## config.mk

```make
export PLATFORM = sky130hd
export DESIGN_NAME = mem_writeback
export DESIGN_NICKNAME = d
export VERILOG_FILES = /design/src/rtl/cpu_pkg.sv /design/src/rtl/mem_writeback.sv
export SDC_FILE = /design/constraint.sdc
export NUM_CORES = 1
export LEC_CHECK = 0
export CAP_MARGIN = 15
export CORE_MARGIN = 10
export CORE_UTILIZATION = 35
export DETAILED_ROUTE_END_ITERATION = 6
export MAX_ROUTING_LAYER = met4
export PLACE_DENSITY = 0.67
export SYNTH_ARGS = -nofsm -noshare
export SYNTH_HDL_FRONTEND = slang
export SYNTH_SLANG_ARGS = --single-unit
```

## constraint.sdc

```tcl
create_clock -name clk -period 1.5 [get_ports clk]
set_input_delay 0.45 -clock clk [delete_from_list [all_inputs] [get_ports clk]]
set_output_delay 0.45 -clock clk [all_outputs]
set_load 0.03 [all_outputs]
```

## src/rtl/cpu_pkg.sv

```systemverilog
// -----------------------------------------------------------------------------
// cpu_pkg
// Shared definitions for the 8-bit core pipeline: opcode and I-type sub-op
// encodings, instruction field positions, the memory/write-back state
// encoding and small field-extraction helpers.
// -----------------------------------------------------------------------------
package cpu_pkg;

   // Major opcode, instr[7:6]
   typedef enum logic [1:0] {
      OP_R    = 2'b00,
      OP_I    = 2'b01,
      OP_J    = 2'b10,
      OP_HALT = 2'b11
   } opcode_e;

   // I-type sub-operation, instr[5:4]
   typedef enum logic [1:0] {
      I_ADDI = 2'b00,
      I_LD   = 2'b01,
      I_ST   = 2'b10,
      I_CMP  = 2'b11
   } isub_e;

   // Memory-access / write-back stage states
   typedef enum logic [1:0] {
      IDLE   = 2'b00,
      MEM    = 2'b01,
      WB     = 2'b10,
      HALTED = 2'b11
   } mwb_state_e;

   // Instruction field slices
   localparam int INSTR_W = 8;
   localparam int OP_HI   = 7;
   localparam int OP_LO   = 6;
   localparam int SUB_HI  = 5;
   localparam int SUB_LO  = 4;
   localparam int RT_HI   = 3;
   localparam int RT_LO   = 2;

   function automatic opcode_e get_op(input logic [INSTR_W-1:0] instr);
      return opcode_e'(instr[OP_HI:OP_LO]);
   endfunction

   function automatic isub_e get_sub(input logic [INSTR_W-1:0] instr);
      return isub_e'(instr[SUB_HI:SUB_LO]);
   endfunction

   function automatic logic [1:0] get_rt(input logic [INSTR_W-1:0] instr);
      return instr[RT_HI:RT_LO];
   endfunction

endpackage

```

## src/rtl/mem_writeback.sv

```systemverilog
// -----------------------------------------------------------------------------
// mem_writeback
// Memory-access / write-back stage of the 8-bit core. Accepts one executed
// instruction per ex_valid/ex_ready handshake, performs LD/ST against a
// variable-latency data memory with a bounded wait, writes R/ADDI/LD/CMP
// results to the register file, counts retirements and latches HALT.
//
// Ports
//   clk, rst                      clock, asynchronous active-high reset
//   ex_valid/ex_ready             handshake from the execute stage
//   ex_instr/ex_result/ex_wdata   instruction, ALU result / address, store data
//   dmem_req/we/addr/wdata        data-memory request, held until dmem_ack
//   dmem_ack/dmem_rdata           memory completion and load data
//   rf_we/rf_waddr/rf_wdata       one-cycle register-file write port
//   halted                        sticky, HALT retired
//   mem_err                       sticky, memory request timed out
//   retire_cnt                    retired-instruction count (wraps)
// -----------------------------------------------------------------------------
module mem_writeback
   import cpu_pkg::*;
#(
   parameter int DATA_W      = 8,
   parameter int MEM_TIMEOUT = 15,
   parameter int CNT_W       = 8
)(
   input  logic              clk,
   input  logic              rst,
   input  logic              ex_valid,
   output logic              ex_ready,
   input  logic [7:0]        ex_instr,
   input  logic [DATA_W-1:0] ex_result,
   input  logic [DATA_W-1:0] ex_wdata,
   output logic              dmem_req,
   output logic              dmem_we,
   output logic [DATA_W-1:0] dmem_addr,
   output logic [DATA_W-1:0] dmem_wdata,
   input  logic              dmem_ack,
   input  logic [DATA_W-1:0] dmem_rdata,
   output logic              rf_we,
   output logic [1:0]        rf_waddr,
   output logic [DATA_W-1:0] rf_wdata,
   output logic              halted,
   output logic              mem_err,
   output logic [CNT_W-1:0]  retire_cnt
);

   mwb_state_e        r_state;
   logic [7:0]        r_wait;
   logic [DATA_W-1:0] r_data;     // ALU result / effective address, then load data
   logic [DATA_W-1:0] r_wdata;
   logic [1:0]        r_rt;
   logic              r_is_st;
   logic              r_mem_err;
   logic [CNT_W-1:0]  r_retire;

   mwb_state_e        w_next_state;
   opcode_e           w_op;
   isub_e             w_sub;
   logic              w_transfer;
   logic              w_timeout;
   logic              w_retire_inc;
   logic              w_set_err;
   logic              w_capture;
   logic              w_load_rdata;
   logic              w_in_mem;
   logic              w_in_wb;

   assign w_op       = get_op(ex_instr);
   assign w_sub      = get_sub(ex_instr);
   assign w_transfer = ex_valid && (r_state == IDLE);
   // Last permitted wait cycle: with the counter starting at 0, req stays up
   // for exactly MEM_TIMEOUT cycles.
   assign w_timeout  = (r_wait == 8'(MEM_TIMEOUT - 1));
   assign w_in_mem   = (r_state == MEM);
   assign w_in_wb    = (r_state == WB);

   // Next-state, retire and capture decode
   always_comb begin
      w_next_state = r_state;
      w_retire_inc = 1'b0;
      w_set_err    = 1'b0;
      w_capture    = 1'b0;
      w_load_rdata = 1'b0;
      case (r_state)
         IDLE: begin
            if (w_transfer) begin
               w_capture = 1'b1;
               case (w_op)
                  OP_R: begin
                     w_next_state = WB;
                  end
                  OP_I: begin
                     if ((w_sub == I_LD) || (w_sub == I_ST)) begin
                        w_next_state = MEM;
                     end else begin
                        w_next_state = WB;
                     end
                  end
                  OP_J: begin
                     w_next_state = IDLE;
                     w_retire_inc = 1'b1;
                  end
                  OP_HALT: begin
                     w_next_state = HALTED;
                     w_retire_inc = 1'b1;
                  end
                  default: begin
                     w_next_state = IDLE;
                  end
               endcase
            end else begin
               w_next_state = IDLE;
            end
         end
         MEM: begin
            // An ack in the final wait cycle takes priority over the timeout
            if (dmem_ack) begin
               if (r_is_st) begin
                  w_next_state = IDLE;
                  w_retire_inc = 1'b1;
               end else begin
                  w_next_state = WB;
                  w_load_rdata = 1'b1;
               end
            end else if (w_timeout) begin
               w_next_state = IDLE;
               w_set_err    = 1'b1;
            end else begin
               w_next_state = MEM;
            end
         end
         WB: begin
            w_next_state = IDLE;
            w_retire_inc = 1'b1;
         end
         HALTED: begin
            w_next_state = HALTED;
         end
         default: begin
            w_next_state = IDLE;
         end
      endcase
   end

   // State, capture registers, wait counter, sticky error and retire counter
   always_ff @(posedge clk or posedge rst) begin
      if (rst) begin
         r_state   <= IDLE;
         r_wait    <= 8'd0;
         r_data    <= '0;
         r_wdata   <= '0;
         r_rt      <= 2'b00;
         r_is_st   <= 1'b0;
         r_mem_err <= 1'b0;
         r_retire  <= '0;
      end else begin
         r_state <= w_next_state;
         if (w_capture) begin
            r_data  <= ex_result;
            r_wdata <= ex_wdata;
            r_rt    <= get_rt(ex_instr);
            r_is_st <= (w_op == OP_I) && (w_sub == I_ST);
         end else if (w_load_rdata) begin
            r_data <= dmem_rdata;
         end else begin
            r_data <= r_data;
         end
         if (w_in_mem) begin
            r_wait <= r_wait + 8'd1;
         end else begin
            r_wait <= 8'd0;
         end
         if (w_set_err) begin
            r_mem_err <= 1'b1;
         end else begin
            r_mem_err <= r_mem_err;
         end
         if (w_retire_inc) begin
            r_retire <= r_retire + {{(CNT_W-1){1'b0}}, 1'b1};
         end else begin
            r_retire <= r_retire;
         end
      end
   end

   // Outputs decode straight from registered state; memory and register-file
   // buses are zero outside the cycles in which they are meaningful.
   assign ex_ready   = (r_state == IDLE);
   assign dmem_req   = w_in_mem;
   assign dmem_we    = w_in_mem && r_is_st;
   assign dmem_addr  = w_in_mem ? r_data  : '0;
   assign dmem_wdata = w_in_mem ? r_wdata : '0;
   assign rf_we      = w_in_wb;
   assign rf_waddr   = w_in_wb ? r_rt    : 2'b00;
   assign rf_wdata   = w_in_wb ? r_data  : '0;
   assign halted     = (r_state == HALTED);
   assign mem_err    = r_mem_err;
   assign retire_cnt = r_retire;

endmodule

```

# Word-level counts from Yosys, hierarchy flattened
# Cells that the tools add are included.
# totals
regBits	38
latch_bits	0
ramBits	0
romBits	0
inputBits	36
out_inout_bits	40
elab_cells	54
n_memories	0
# op_classes
add_sub_neg	2
multipliers	0
div	0
magnitude_cmp	0
n_eq_ne	9
shifts	0
mux	27
n_bitwise	0
n_reduce_logical	8
# op_table
cell	count
two-way mux 8 bit	6
adder 8 x 1 -> 8 bit, second input constant	2
case mux 2 bit (4 select lines)	2
two-way mux 1 bit	13
equality test 2 bit, second input constant	5
two-way mux 2 bit	5
equality test 8 x 4 -> 1 bit, second input constant	1
equality test 2 x 1 -> 1 bit, second input constant	3
logical NOT 2 bit	2
logical AND 1 bit	3
case mux 1 bit (3 select lines)	1
nonzero test 2 bit	1
OR reduction 2 bit	1
logical OR 1 bit	1

# Longest topological paths before layout
# logic_depth
word_depth	6
depth_mapped	7
depth_no_buf	5

# Worst setup path before layout
# No wires, ideal clock.
# synth_path
path_kind	flip-flop to output port
from	reg r_state[1]
to	out dmem_addr[6]
t_arrival_ps	1342
t_required_ps	1050
setup_slack_ps	-292
path_stages_with_launch	6
n_path_buf	2
cell_sequence	dfrtp_1 -> buf_2 -> nand2b_4 -> inv_1 -> buf_2 -> and2_1
# synth_between
elab_chain_cells	2
# synth_lines
item	line_no	source
start: declaration	mem_writeback.sv:47	mwb_state_e r_state;
start signal: assignment	mem_writeback.sv:157	r_state <= w_next_state;
equality test 2 x 1 -> 1 bit	mem_writeback.sv:74	assign w_in_mem = (r_state == MEM);
named net dmem_req	mem_writeback.sv:33	output logic dmem_req,
two-way mux 8 bit	mem_writeback.sv:191	assign dmem_addr = w_in_mem ? r_data : '0;
end: declaration	mem_writeback.sv:35	output logic [DATA_W-1:0] dmem_addr,
# The timed path passes the listed nets, and every way through them passes these cells.

# Worst setup path after layout
# layout_path
from	reg r_state[0]
to	out rf_wdata[2]
# layout_between
elab_chain_cells	2
# layout_lines
item	line_no	source
equality test 2 bit	mem_writeback.sv:75	assign w_in_wb = (r_state == WB);
two-way mux 8 bit	mem_writeback.sv:195	assign rf_wdata = w_in_wb ? r_data : '0;
end: declaration	mem_writeback.sv:41	output logic [DATA_W-1:0] rf_wdata,
# No other way between the ends.

==> metrics <==
outcome finished with violations; failing checks setup timing; number of cells on the critical path 4; LEAKAGE 0.00162 uW; Layout Nets 354; Cell Rows 27; GPL Wtd Cong 0.779; Min-Delay Path Class reg2reg; Max VDD drop 1.14 mV; Crit path max-delay family flip-flops; DRT Wirelength 5660 um; Peak Freq 574 MHz; Final min period 1.74 ns; CP Cell Sequence nor2b_4, buf_12, and2_4, buf_6; DP Worst Slack -0.331 ns; final routed DRC violation total 0; Mapped Area 0.00199 sq mm; clock root buffer clkbuf_8; Clock power frac 12.8%; Iter 0 DRT Violations 53; MaxCap Viol Count 0; first-pass GRT wire length 8600 um; syn nets 255; Worst Path Required 1.05 ns; # setup viols final 42; IO Port Bufs 73; Cell variety after synth 35; TritonCTS clock tree built; crit path setup slack, layout -0.242 ns; final non-filler cell total 387; Num CTS Buffers 5; vias in the first global route 1728; Vias 1806; Placed Cells 364; CTS Buffer Depth 2; CP Capture Type primary output; crit start category flip-flop; RSZ-0062 raised after global routing true; share of cells above drive strength 1 39.0%; worst-path fanout max 11; buffers and inverters on the worst path 2; drt first pass iters 4; Final Hold Viols 0; die width 95.3 um; Area after DPL 0.00287 sq mm; Slew HR 71.9%; Clock Skew 0.0104 ns; Int Power 4050 uW; Sw Share 41.5%; post-route design area 0.00334 sq mm; period utilisation layout 116%; CTS H-Tree Depth 2; R2R depth 8; Placeable Area 0.00551 sq mm; worst setup path class reg2out; clk sinks 38; clk slew on worst S/H paths 0.07 ns; Layout area overhead 68.1%; WP data arrival 1.29 ns; synth warn 0; GRT overflow 0; hpwl dp 3840 um; synthesized area per cell 9.24 sq um; power density cells 2070 mW/mm^2; sequential area share after synthesis 47.9%; IO Pins 76; DR vias/cell 4.67; Routed Antenna Nets 0; Seq pwr share 24.8%; Mapped Cells 215; largest net degree at the start of global routing 39; commonest non-fill, non-tap cell in the layout nand2_1; hold slack 0.475 ns; CP peak stage delay 0.45 ns; Antenna Cells 0; Worst path slowest cell dfrtp_2; Synth Register Bits 38; worst hold path cell count 1; Die Ht 95.3 um; most frequent cells in the layout 51 x nand2_1, 39 x buf_6, 37 x dfrtp_1; # fillers 473; Avg WL per Cell 14.6 um; Slew @ Worst Pin 0.418 ns; worst skew pair latency 0.30 ns; Final Max Tran Viols 0; initial antenna violation count 0; Die ar. 0.00909 sq mm; Initial Util 36.1%; Comb pwr share 62.4%; NetSw 2870 uW; Total Routing Usage GR 12.5%
-- path summary, 6_finish.rpt --
path / endpoint / slack (ns) / start
max in group asynchronous: r_state[0]$_DFF_PP0_ / 0.78 / rst
min in group asynchronous: r_wait[6]$_DFF_PP0_ / 0.50 / rst
worst min register to register: retire_cnt[7]$_DFFE_PP0P_ / 0.48 / retire_cnt[7]$_DFFE_PP0P_
worst max-delay path: rf_wdata[2] / -0.24 / r_state[0]$_DFF_PP0_
worst max register to register: r_data[2]$_DFFE_PP0P_ / -0.05 / r_state[0]$_DFF_PP0_
worst min-delay path: retire_cnt[7]$_DFFE_PP0P_ / 0.48 / retire_cnt[7]$_DFFE_PP0P_
-- state kept, by name, indices dropped and copies added (netlist names) --
register    count
r_rt            2
r_wdata         8
mem_err         1
retire_cnt      8
r_is_st         1
r_state         2
r_data          8
r_wait          8
-- layout make-up --
class | instances | area (sq um) | area share [%]
well taps | 72 | 90.1 | 2.70
clock buffers | 5 | 68.8 | 2.06
repair inverters | 3 | 21.3 | 0.637
clock inverters | 3 | 45.0 | 1.35
multi-input cells | 162 | 1070 | 32.1
repair buffers | 99 | 1060 | 31.8
inverters | 5 | 26.3 | 0.787
flip-flops and latches | 38 | 952 | 28.5
-- power by group through the flow --
stage                     registers [uW]  logic, uW  clock network (uW)
after floorplan                     1790       2180                   0
after global placement              1690       3420                   0
after detailed placement            1700       3460                   0
after CTS                           1690       4050                 914
after global routing                1770       4600                 941
final                               1710       4320                 883
-- through the flow --
| step | util [%] | total power [uW] | setup TNS (ns) |
|---|---|---|---|
| after floorplan | - | 3970 | 0 |
| after global placement | 52.1 | 5110 | -4.86 |
| after detailed placement | 52.1 | 5160 | -4.99 |
| after CTS | 58.5 | 6650 | -7.82 |
| after global routing | 60.7 | 7320 | -9.89 |
| final | 60.7 | 6910 | -7.35 |
-- what timing repair did --
action / CTS / global route
resized for setup: 53 / 20
setup buffers: 4 / 9
cloned: 3 / 0
endpoints found under the setup margin: 33 / 47
hold buffers: 0 / 0
pin swaps: 12 / 8
-- cells in the mapped netlist --
library cell | count | area share, %
nand4b_4 | 1 | 1.2
a21oi_1 | 2 | 0.50
nand2b_4 | 1 | 0.69
nor3b_1 | 1 | 0.38
o311ai_0 | 1 | 0.44
a21o_1 | 1 | 0.38
nor2b_1 | 2 | 0.63
buf_2 | 5 | 1.3
nor2_2 | 1 | 0.32
nand4b_1 | 1 | 0.44
nand3b_1 | 1 | 0.38
o21ai_2 | 1 | 0.44
mux2i_1 | 1 | 0.50
mux2_2 | 1 | 0.57
o22ai_2 | 1 | 0.63
ha_1 | 4 | 2.5
o31ai_1 | 1 | 0.38
a31oi_1 | 8 | 2.5
nor2_1 | 17 | 3.2
o21ai_0 | 2 | 0.50
inv_1 | 5 | 0.94
nor4_1 | 1 | 0.32
xor2_1 | 6 | 2.6
nand3b_4 | 1 | 1.0
nand3_1 | 11 | 2.8
nand2b_1 | 3 | 0.94
nand2_1 | 54 | 10
clkbuf_1 | 1 | 0.19
and3_1 | 2 | 0.63
buf_4 | 2 | 0.76
buf_6 | 2 | 1.1
and2_1 | 28 | 8.8
a21oi_4 | 1 | 0.82
dfrtp_1 | 38 | 48
xnor2_1 | 7 | 3.1
-- layer usage --
metal	wire length, um	vias up	share of wire (%)	global-route usage (%)
met1	2350	843	42	13.9
met2	2800	59	49	21.8
met3	453	6	8.0	2.67
li1	-	898	-	-
met4	56	0	0.99	3.74
met5	0	-	0	-
-- cell families (layout without fill, tap and decap cells) --
| logic type | count (synthesis) | count (layout) | share of synthesized area, % |
|---|---|---|---|
| buffers and inverters | 15 | 115 | 4.28 |
| AND/OR/NAND/NOR | 125 | 125 | 31.9 |
| XOR/XNOR | 13 | 13 | 5.73 |
| multiplexers | 2 | 2 | 1.07 |
| adder cells (fa/ha/maj) | 4 | 4 | 2.52 |
| flip-flops | 38 | 38 | 47.9 |
| AO/OA/AOI/OAI | 18 | 18 | 6.61 |
(Power assumes the default switching activity.)
